`src/rtl/hazard_sched.sv`:
```
// Pipeline hazard scheduler: load-use stalls, taken-branch flushes and memory-wait
// freezes, with saturating stall and flush performance counters.
module hazard_sched #(
  parameter int LOAD_LAT = 1,
  parameter int CNT_W    = 16
) (
  input  logic             clk,
  input  logic             rst,
  input  logic             id_valid,
  input  logic [4:0]       id_rs1,
  input  logic [4:0]       id_rs2,
  input  logic             id_use_rs2,
  input  logic [4:0]       ex_rd,
  input  logic             ex_is_load,
  input  logic             ex_regwen,
  input  logic             br_taken,
  input  logic             mem_busy,
  output logic             pc_en,
  output logic             ifid_en,
  output logic             ifid_flush,
  output logic             idex_flush,
  output logic             back_en,
  output logic [1:0]       state,
  output logic [CNT_W-1:0] stall_cnt,
  output logic [CNT_W-1:0] flush_cnt
);

  typedef enum logic [1:0] {
    RUN    = 2'd0,
    LSTALL = 2'd1,
    MWAIT  = 2'd2
  } state_t;

  localparam logic [1:0] LCNT_INIT = 2'(LOAD_LAT - 1);

  state_t           state_reg, state_next;
  logic [1:0]       lcnt_reg, lcnt_next;
  logic [CNT_W-1:0] stall_cnt_reg, flush_cnt_reg;
  logic             hazard;
  logic             run_eval;
  logic             pc_en_c, ifid_en_c, ifid_flush_c, idex_flush_c, back_en_c;

  assign hazard = id_valid & ex_is_load & ex_regwen & (ex_rd != 5'd0) &
                  ((ex_rd == id_rs1) | (id_use_rs2 & (ex_rd == id_rs2)));

  always_comb begin
    state_next   = state_reg;
    lcnt_next    = lcnt_reg;
    run_eval     = 1'b0;
    pc_en_c      = 1'b0;
    ifid_en_c    = 1'b0;
    ifid_flush_c = 1'b0;
    idex_flush_c = 1'b0;
    back_en_c    = 1'b0;

    case (state_reg)
      RUN: run_eval = 1'b1;
      LSTALL: begin
        // A memory freeze holds the remaining stall count untouched.
        if (!mem_busy) begin
          idex_flush_c = 1'b1;
          back_en_c    = 1'b1;
          lcnt_next    = lcnt_reg - 2'd1;
          if (lcnt_reg == 2'd1) state_next = RUN;
        end
      end
      MWAIT: begin
        // Release cycle behaves exactly like RUN, including a held branch.
        if (!mem_busy) run_eval = 1'b1;
      end
      default: state_next = RUN;
    endcase

    if (run_eval) begin
      state_next = RUN;
      if (mem_busy) begin
        state_next = MWAIT;
      end else if (br_taken) begin
        pc_en_c      = 1'b1;
        ifid_en_c    = 1'b1;
        ifid_flush_c = 1'b1;
        idex_flush_c = 1'b1;
        back_en_c    = 1'b1;
      end else if (hazard) begin
        idex_flush_c = 1'b1;
        back_en_c    = 1'b1;
        if (LOAD_LAT > 1) begin
          state_next = LSTALL;
          lcnt_next  = LCNT_INIT;
        end
      end else begin
        pc_en_c   = 1'b1;
        ifid_en_c = 1'b1;
        back_en_c = 1'b1;
      end
    end
  end

  // Reset gates every control output so the pipe stays frozen while held.
  assign pc_en      = rst & pc_en_c;
  assign ifid_en    = rst & ifid_en_c;
  assign ifid_flush = rst & ifid_flush_c;
  assign idex_flush = rst & idex_flush_c;
  assign back_en    = rst & back_en_c;

  always_ff @(posedge clk or negedge rst) begin
    if (!rst) begin
      state_reg     <= RUN;
      lcnt_reg      <= 2'd0;
      stall_cnt_reg <= '0;
      flush_cnt_reg <= '0;
    end else begin
      state_reg <= state_next;
      lcnt_reg  <= lcnt_next;
      if (!pc_en && (stall_cnt_reg != {CNT_W{1'b1}}))
        stall_cnt_reg <= stall_cnt_reg + 1'b1;
      if (ifid_flush && (flush_cnt_reg != {CNT_W{1'b1}}))
        flush_cnt_reg <= flush_cnt_reg + 1'b1;
    end
  end

  assign state     = state_reg;
  assign stall_cnt = stall_cnt_reg;
  assign flush_cnt = flush_cnt_reg;

endmodule

```
`config.mk`:
```
export PLATFORM = sky130hd
export DESIGN_NAME = hazard_sched
export DESIGN_NICKNAME = d
export VERILOG_FILES = /design/src/rtl/hazard_sched.sv
export SDC_FILE = /design/constraint.sdc
export NUM_CORES = 1
export LEC_CHECK = 0
export ABC_CLOCK_PERIOD_IN_PS = 1850
export BUFFER_PORTS_ARGS = -buffer_cell sky130_fd_sc_hd__buf_4
export CORE_UTILIZATION = 25
export DETAILED_ROUTE_END_ITERATION = 10
export MAX_ROUTING_LAYER = met4
export PLACE_DENSITY = 0.59
export REMOVE_ABC_BUFFERS = 1
export SLEW_MARGIN = 30
export SYNTH_ARGS = -nofsm -noshare
export SYNTH_HDL_FRONTEND = slang
export SYNTH_SLANG_ARGS = --single-unit
```
`constraint.sdc`:
```
create_clock -name clk -period 1.85 [get_ports clk]
set_input_delay 0.37 -clock clk [delete_from_list [all_inputs] [get_ports clk]]
set_output_delay 0.37 -clock clk [all_outputs]
set_load 0.03 [all_outputs]
```
==> Word level (Yosys, flattened, before mapping) <==
Index checks and enable logic that the tools add are counted.
Widths: inputs -> output; s select.
{ "totals": {"ff_bits": 36, "in_bits": 23, "output_inout_bits": 39, "elab_cells": 57} }
{ "classes": {"addsub": 3, "n_eq_ne": 10, "muxes": 21, "n_bitwise": 11, "n_reduce_logical": 8} }
{ "op_table": {"columns": ["operator", "count"], "rows": [
  ["$add 16x1->16 const B", 2],
  ["$ne 16x16->1 const B", 2],
  ["$mux 1", 15],
  ["$eq 5x5->1", 2],
  ["$and 1x1->1", 9],
  ["$mux 2", 4],
  ["$ne 3x3->1 const B", 2],
  ["$reduce_bool 5->1", 1],
  ["$eq 2x1->1 const B", 2],
  ["$pmux 2 s2", 1],
  ["$reduce_and 3->1", 1],
  ["$eq 2x2->1 const B", 1],
  ["$logic_and 1x1->1", 2],
  ["$logic_not 2->1", 1],
  ["$ne 2x1->1 const B", 1],
  ["$pmux 1 s2", 1],
  ["$reduce_and 2->1", 1],
  ["$reduce_or 2->1", 1],
  ["$sub 2x1->2 const B", 1],
  ["$logic_not 1->1", 1],
  ["$not 1->1", 1],
  ["$or 1x1->1", 1]
]} }

==> Logic depth before layout (Yosys ltp) <==
Gate-level depths: netlist of run 1.
{ "logic_depth": {"depth_word": 11, "ltp_mapped": 9, "depth_no_buf": 7} }

==> Least setup slack after synthesis of run 1 <==
No wires, ideal clock.
{ "synth_path": {"kind": "input port to flip-flop", "from": "input rst", "to": "register flush_cnt_reg[14], in the netlist flush_cnt[14]", "setup_ns": 0.134, "arrival_time_ns": 2.041, "t_required_ns": 1.716, "slack_ns": -0.325, "path_stages": 6, "path_buffers": 0, "path_cell_list": "nor2b_1 -> nand2_1 -> a21oi_1 -> nor3b_2 -> nand3_1 -> xnor2_1"} }
{ "synth_via": {"elab_chain_len": 2} }
{ "synth_rtl": {"columns": ["item", "line", "rtl"], "rows": [
  ["from (decl)", "8", "input logic rst,"],
  ["$and 1x1->1", "102", "assign ifid_flush = rst & ifid_flush_c;"],
  ["$logic_and 1x1->1", "117", "if (ifid_flush && (flush_cnt_reg != {CNT_W{1'b1}}))"],
  ["to (signal assigned)", "118", "flush_cnt_reg <= flush_cnt_reg + 1'b1;"],
  ["to (decl)", "38", "logic [CNT_W-1:0] stall_cnt_reg, flush_cnt_reg;"]
]} }
No other way between the ends.
A chain may end at the register's enable or synchronous reset.

==> Final worst setup path of run 1 <==
{ "layout_path": {"from": "input id_rs2[2]", "to": "output pc_en"} }
{ "layout_via": {"elab_chain_len": 9} }
{ "layout_rtl": {"columns": ["item", "line", "rtl"], "rows": [
  ["from (decl)", "11", "input logic [4:0] id_rs2,"],
  ["$eq 5x5->1", "44", "((ex_rd == id_rs1) | (id_use_rs2 & (ex_rd == id_rs2)));"],
  ["$and 1x1->1", "44", null],
  ["$or 1x1->1", "44", null],
  ["$and 1x1->1", "43", "assign hazard = id_valid & ex_is_load & ex_regwen & (ex_rd != 5'd0) &"],
  ["$mux 1", "84", "end else if (hazard) begin"],
  ["$mux 1", "78", "end else if (br_taken) begin"],
  ["$mux 1", "76", "if (mem_busy) begin"],
  ["$mux 1", "74", "if (run_eval) begin"],
  ["$and 1x1->1", "100", "assign pc_en = rst & pc_en_c;"],
  ["to (decl)", "18", "output logic pc_en,"]
]} }
No other way between the ends.

==> results of run 1 <==
-- critical path, delay by kind of cell --
family                 cells  cell delay, ns
AO/OA/AOI/OAI              2            0.45
XOR/XNOR                   1            0.16
buffers and inverters      3            0.41
AND/OR/NAND/NOR            1            0.29
-- cell type report --
| class | count | area share |
|---|---|---|
| Clock buffer | 5 | 0.0241 |
| Clock inverter | 3 | 0.00613 |
| Inverter | 7 | 0.00920 |
| Multi-Input combinational cell | 121 | 0.352 |
| Sequential cell | 33 | 0.289 |
| Tap cell | 77 | 0.0337 |
| Timing Repair Buffer | 102 | 0.285 |
-- final timing paths --
| check | endpoint | from |
|---|---|---|
| worst max-delay path | pc_en | id_rs2[2] |
| worst min-delay path | flush_cnt[7] | rst |
| worst min register to register | flush_cnt[11] | flush_cnt[11] |
| max in group asynchronous | stall_cnt[8] | rst |
| min in group clk | state[1] | mem_busy |
| worst max register to register | stall_cnt[15] | stall_cnt[0] |
-- cell usage in the layout, fill, tap and decap left out, types with 2 or more instances in the layout --
cell / netlist / final
inv_1: 7 / 7
nand2_1: 10 / 9
nor3_4: 0 / 3
and3_1: 3 / 3
clkbuf_8: 0 / 5
dfrtp_1: 33 / 33
nor2_4: 0 / 7
nand4_1: 7 / 7
nor4_2: 1 / 2
buf_4: 2 / 91
buf_6: 2 / 9
nor4_4: 0 / 3
xor2_1: 25 / 25
nor2_1: 14 / 7
nor3_1: 4 / 3
nand3_1: 17 / 17
ha_2: 0 / 2
clkinv_2: 0 / 2
mux2_2: 2 / 2
xnor2_1: 14 / 14
buf_8: 0 / 2
-- cell families after synthesis --
kind of cell / Yosys count / share of synthesized area
simple gates: 69 / 0.217
xor+xnor: 39 / 0.198
flops: 33 / 0.478
buf+inv: 12 / 0.0391
compound gates: 8 / 0.0384
fa+ha+maj: 2 / 0.0145
mux: 2 / 0.0130
other cells: 1 / 0.00217
-- routing by layer --
| layer | part of all wire | up-vias | routed length (um) | global-route usage |
|---|---|---|---|---|
| met1 | 0.46 | 764 | 2140 | 0.176 |
| li1 | - | 777 | - | - |
| met3 | 0.060 | 6 | 279 | 0.0340 |
| met4 | 0.014 | 0 | 67 | 0.0462 |
| met5 | 0 | - | 0 | - |
| met2 | 0.46 | 46 | 2150 | 0.204 |
-- synth_stat cells, types with 2 or more instances --
library cell / instances
ha_1: 2
inv_1: 7
nor3_2: 2
a21oi_1: 2
dfrtp_1: 33
nor2_1: 14
nor4_1: 5
nand4_1: 7
nor3_1: 4
buf_4: 2
buf_6: 2
xnor2_1: 14
mux2_2: 2
and3_1: 3
nand3_1: 17
nand2_1: 10
xor2_1: 25
-- timing repair --
action / in CTS / in global routing
pin swaps: 10 / 20
endpoints found under the setup margin: 17 / 24
endpoints found under the hold margin: 0 / 0
buffers inserted: 1 / 4
resized for setup: 21 / 27
-- stage by stage --
| stage | cells | hold slack [ns] | power (mW) |
|---|---|---|---|
| 6_report | 348 | 0.150 | 3.64 |
| 5_1_grt | 348 | 0.175 | 3.86 |
| 4_1_cts | 344 | 0.164 | 3.54 |
| 3_5_place_dp | 335 | 0.474 | 2.92 |
| 3_3_place_gp | 335 | 0.470 | 2.90 |
| 2_1_floorplan | 161 | 0.0744 | 2.01 |
-- power by group through the flow --
stage | Clock (mW) | Sequential, mW | Combinational, mW
floorplan | 0 | 1.61 | 0.403
global placement | 0 | 1.07 | 1.83
detailed placement | 0 | 1.07 | 1.84
CTS | 0.557 | 1.06 | 1.92
global route | 0.596 | 1.09 | 2.18
finish | 0.543 | 1.06 | 2.03
==> summary.txt, run 1 <==
Global routing
  • Largest net degree at the start of global routing: 34
  • Gr usage total: 0.135
  • Congestion Overflow GR: 0
  • Initial antenna violation count: 0
  • Vias in the first global route: 1563
  • Global-route wire length before repair: 7380 um

Die
  • Die height: 85.1 um
  • Die X: 85.1 um
  • Area of the core: 0.00649 mm^2
  • Initial core utilization: 0.266
  • Die area: 0.00725 mm^2
  • FP Rows: 29
  • I/O pin total: 62

Timing
  • Final Cycle Share: 1.11
  • Worst rel slew slack: 0.602
  • RSZ-0062 raised after global routing: yes
  • Max-slew violation count: 0
  • Period minus WS final: 2.06 ns
  • Slew at the pin closest to its max-slew limit: 0.595 ns
  • Final Hold Fails: 0
  • Setup skew after layout: 0.00682 ns
  • PnR worst setup slack: -0.211 ns
  • FMAX: 485 MHz
  • Final Setup Violations: 6
  • Setup_tns: -0.667 ns

Yosys
  • Seq/Total Area, Yosys: 0.478
  • Synth Area per Inst: 10.4 um^2
  • Syn Inst Count: 166
  • Cell taking the most area after synthesis: dfrtp_1
  • Ys async rst share: 1.00
  • Seq cells post-synth: 33
  • Top FF cell, synth: dfrtp_1
  • Post-synth EDFFs: 0
  • Distinct cell type count after synthesis: 32
  • Main area contributors after synthesis: dfrtp_1 (48%), xor2_1 (13%), xnor2_1 (7.1%)
  • Number of synthesis warnings: 0
  • Yosys top cell area share: 0.478
  • Syn Std Cell Area: 0.00173 mm^2

CTS
  • Clock Sinks: 33
  • CTS clock-pin slew for the worst setup and hold paths: 0.07 ns
  • CTS buffer count: 5
  • CTS H-tree lvls: 2
  • TritonCTS clock tree: done
  • Root Buffer: clkbuf_8
  • Clk buf depth: 2
  • Worst-Skew Late Latency: 0.28 ns
  • Hold Buf Count CTS: 0

Run status
  • Violated checks: negative setup slack
  • Run status: complete, but fails checks

Critical path
  • CP required: 1.48 ns
  • Crit Path Max Fanout: 2
  • Worst Reg2Reg Path Length in Cells: 8
  • CP max-delay cell: nor4_2
  • Startpoint Class: primary input
  • Critical path type: primary input to primary output
  • Critical path endpoint category: primary output
  • Crit-path max cell delay: 0.29 ns
  • CP most frequent cell: buf_6
  • CP arrival: 1.69 ns
  • Critical-path cell list: buf_6 > xor2_1 > nor4_2 > a32oi_1 > buf_4 > o31a_1 > buf_6
  • Worst R2R Setup Slack: -0.08 ns

Pwr
  • Peak VDD IR: 0.777 mV
  • NetSw: 1.57 mW
  • Pleak: 1.34 nW
  • Pint: 2.07 mW
  • PD cells: 1280 mW/mm^2
  • Power share of the clock group: 0.149
  • Sequential cell fraction of total power: 0.292
  • Switching share of power: 0.431
  • Comb pwr share: 0.559

Worst hold path
  • Worst Hold Class: primary input to asynchronous set/reset pin

Placed design
  • Dpl ws: -0.244 ns
  • DPL Wire Length: 3340 um
  • Placed Area: 0.00251 mm^2
  • Port bufs: 60
  • RePlAce Congestion: 0.815

Detailed routing
  • Via density: 4.58
  • Routed Antenna Nets: 0
  • Routed vias: 1593
  • DRC violation total after the first TritonRoute iteration: 58
  • Remaining routing DRC violations: 0
  • Routed WL per cell: 13.3 um
  • 1st-pass router iterations: 4
  • WL final: 4640 um

Final layout
  • Ant. Diodes: 0
  • Final instance area: 0.00286 mm^2
  • Fill count: 623
  • Multi-input logic area: 0.00101 mm^2
  • Area grow syn2layout: 65.2%
  • Final Net Count: 295
  • Share of cells above drive strength 1: 0.506
  • Util after Layout: 0.440
  • Reg area: 826 um^2

Job
  • Max-Cap Viols: 0
(Power assumes the default switching activity.)
==> inputs of run 2 (changes only) <==
- ABC_CLOCK_PERIOD_IN_PS: 1850 -> 2300
- PLACE_DENSITY: 0.59 -> 0.57
- clock period: 1.85 -> 2.3 ns (I/O delays scaled with it)
==> run 2 against run 1 <==
  * The flow now finishes without violations
  * Clock-buffer cell count increased by 1
  * Sequential share of layout area increased by 5.5 points
  * Cell count decreased by 11%
  * Flip-flop and latch count unchanged
  * Hold slack improved by 0.083 ns
  * Core utilization decreased by 7.0 points
  * Critical endpoint unchanged
  * Via count decreased by 11%
==> summary.txt, run 2 (same netlist as run 1, synthesis figures left out) <==
Pwr
  • PD cells: 1090 mW/mm^2 (-14%)
  • Pwr Total: 2.62 mW (-28%)
  • Power share of the clock group: 0.220 (+0.071)
  • Peak VDD IR: 0.758 mV (-2.5%)
  • Switching share of power: 0.418 (-0.0125)
  • Sequential cell fraction of total power: 0.376 (+0.084)
  • Pint: 1.53 mW (-26%)
  • Comb pwr share: 0.404 (-0.155)
  • NetSw: 1.10 mW (-30%)
  • Pleak: 1.11 nW (-17%)

CTS
  • CTS buffer count: 5 (unchanged)
  • Clock Sinks: 33 (unchanged)
  • Root Buffer: clkbuf_8
  • Post-CTS Setup Inserts: 0 (-1)
  • CTS clock-pin slew for the worst setup and hold paths: 0.07 ns (about the same)
  • Clk buf depth: 2 (unchanged)
  • CTS H-tree lvls: 2 (unchanged)
  • TritonCTS clock tree: done
  • Worst-Skew Late Latency: 0.28 ns (about the same)

Timing
  • Final Hold Fails: 0 (unchanged)
  • RSZ-0062 raised after global routing: no
  • Slew at the pin closest to its max-slew limit: 0.512 ns (-0.0826 ns)
  • Setup_tns: 0 ns (+0.667 ns)
  • Worst rel slew slack: 0.655 (+0.0530)
  • Max-slew violation count: 0 (unchanged)
  • Setup skew after layout: 0.00644 ns (-0.000378 ns)
  • Final hold slack: 0.234 ns (+0.0833 ns)
  • Final Cycle Share: 0.955
  • Period minus WS final: 2.20 ns
  • FMAX: 455 MHz
  • Final Setup Violations: 0 (-6)

Final layout
  • Share of cells above drive strength 1: 0.352 (-0.154)
  • Final Net Count: 257 (-13%)
  • Commonest non-fill, non-tap cell in the layout: buf_4
  • Ant. Diodes: 0 (unchanged)
  • Area grow syn2layout: 39.0%
  • Most frequent cells in the layout: buf_4 (63), dfrtp_1 (33), xor2_1 (25)
  • Util after Layout: 0.370 (-0.0697)
  • Final instance area: 0.00240 mm^2 (-16%)

Critical path
  • RR Startpoint: stall_cnt[0]
  • Crit path from: ex_rd[3]
  • Crit path to: pc_en
  • Critical-path cell list: buf_4 > xor2_1 > nor4_1 > a32oi_1 > o31a_1 > buf_4
  • CP max-delay cell: o31a_1
  • Crit path max-delay family: compound AO/OA/AOI/OAI gates
  • Crit Path Max Fanout: 3 (+1)
  • Worst R2R Setup Slack: 0.24 ns (+0.32 ns)
  • Critical path type: primary input to primary output
  • Critical path endpoint category: primary output
  • RR Endpoint: stall_cnt[15]
  • CP most frequent cell: buf_4
  • Crit-path max cell delay: 0.32 ns (+0.03 ns)
  • WP buf/inv: 2 (-1)
  • Startpoint Class: primary input
  • CP arrival: 1.74 ns (+0.05 ns)
  • Worst Reg2Reg Path Length in Cells: 8 (unchanged)
  • Crit path depth: 6 (-1)
  • CP required: 1.84 ns (+0.36 ns)

Placed design
  • DPL Wire Length: 3020 um (-9.5%)
  • RePlAce Congestion: 0.761 (-6.6%)
  • Port bufs: 60 (unchanged)
  • Placed Area: 0.00228 mm^2 (-9.4%)

Global routing
  • Vias in the first global route: 1410 (-9.8%)
  • Initial antenna violation count: 0 (unchanged)
  • Global-route wire length before repair: 6620 um (-10%)
  • Largest net degree at the start of global routing: 34 (unchanged)
  • Gr usage total: 0.119 (-0.0156)
  • Congestion Overflow GR: 0 (unchanged)

Detailed routing
  • 1st-pass router iterations: 4 (unchanged)
  • Routed Antenna Nets: 0 (unchanged)
  • Remaining routing DRC violations: 0 (unchanged)
  • DRC violation total after the first TritonRoute iteration: 38 (-34%)
  • WL final: 3960 um (-15%)
  • Via density: 4.57 (-0.14%)
  • Routed WL per cell: 12.8 um (-4.2%)
  • Routed vias: 1417 (-11%)

Die
  • Initial core utilization: 0.266 (unchanged)
  • I/O pin total: 62 (unchanged)
  • Die height: 85.1 um (unchanged)
  • Die area: 0.00725 mm^2 (unchanged)
  • Area of the core: 0.00649 mm^2 (unchanged)
  • Die X: 85.1 um (unchanged)
  • FP Rows: 29 (unchanged)

Worst hold path
  • Worst Hold Class: primary input to asynchronous set/reset pin

Job
  • Max-Cap Viols: 0 (unchanged)

Run status
  • Run status: completed
-- run 2: timing repair --
item,in CTS,in global routing
gates resized for setup,0,1
hold buffers,0,0
setup endpoints to repair,0,1
-- run 2: layout make-up --
class	count	area [um^2]
Fill cell	659	4090
Inverter	7	26.3
Tap cell	77	96.3
Clock buffer	6	82.6
Clock inverter	2	37.5
Sequential cell	33	826
Timing Repair Buffer	64	493
Multi-Input combinational cell	121	841
-- run 2: worst min-delay path by stage --
stage,startpoint,endpoint,slack [ns]
2_1_floorplan,rst,flush_cnt[0],0.16
3_3_place_gp,flush_cnt[15],flush_cnt[15],0.49
3_5_place_dp,flush_cnt[15],flush_cnt[15],0.49
4_1_cts,rst,stall_cnt[5],0.26
5_1_grt,rst,flush_cnt[8],0.27
6_report,rst,flush_cnt[8],0.23
-- run 2: through the flow --
stage	std cells	setup WS, ns
after floorplan	161	0.0350
after global placement	302	0.0790
after detailed placement	302	0.0693
after CTS	310	0.0893
after global routing	310	0.0570
final	310	0.104
-- run 2: layer usage --
metal | track usage | share of wire
met5 | - | 0
met1 | 0.157 | 0.49
met3 | 0.0321 | 0.053
met4 | 0.0370 | 0.0063
met2 | 0.178 | 0.46
-- run 2: power by group through the flow --
stage	logic (mW)	clock network, mW	registers [mW]
after floorplan	0.324	0	1.29
after global placement	1.05	0	0.999
after detailed placement	1.06	0	0.998
after CTS	1.07	0.594	0.989
after global routing	1.14	0.625	1.03
final	1.06	0.577	0.986
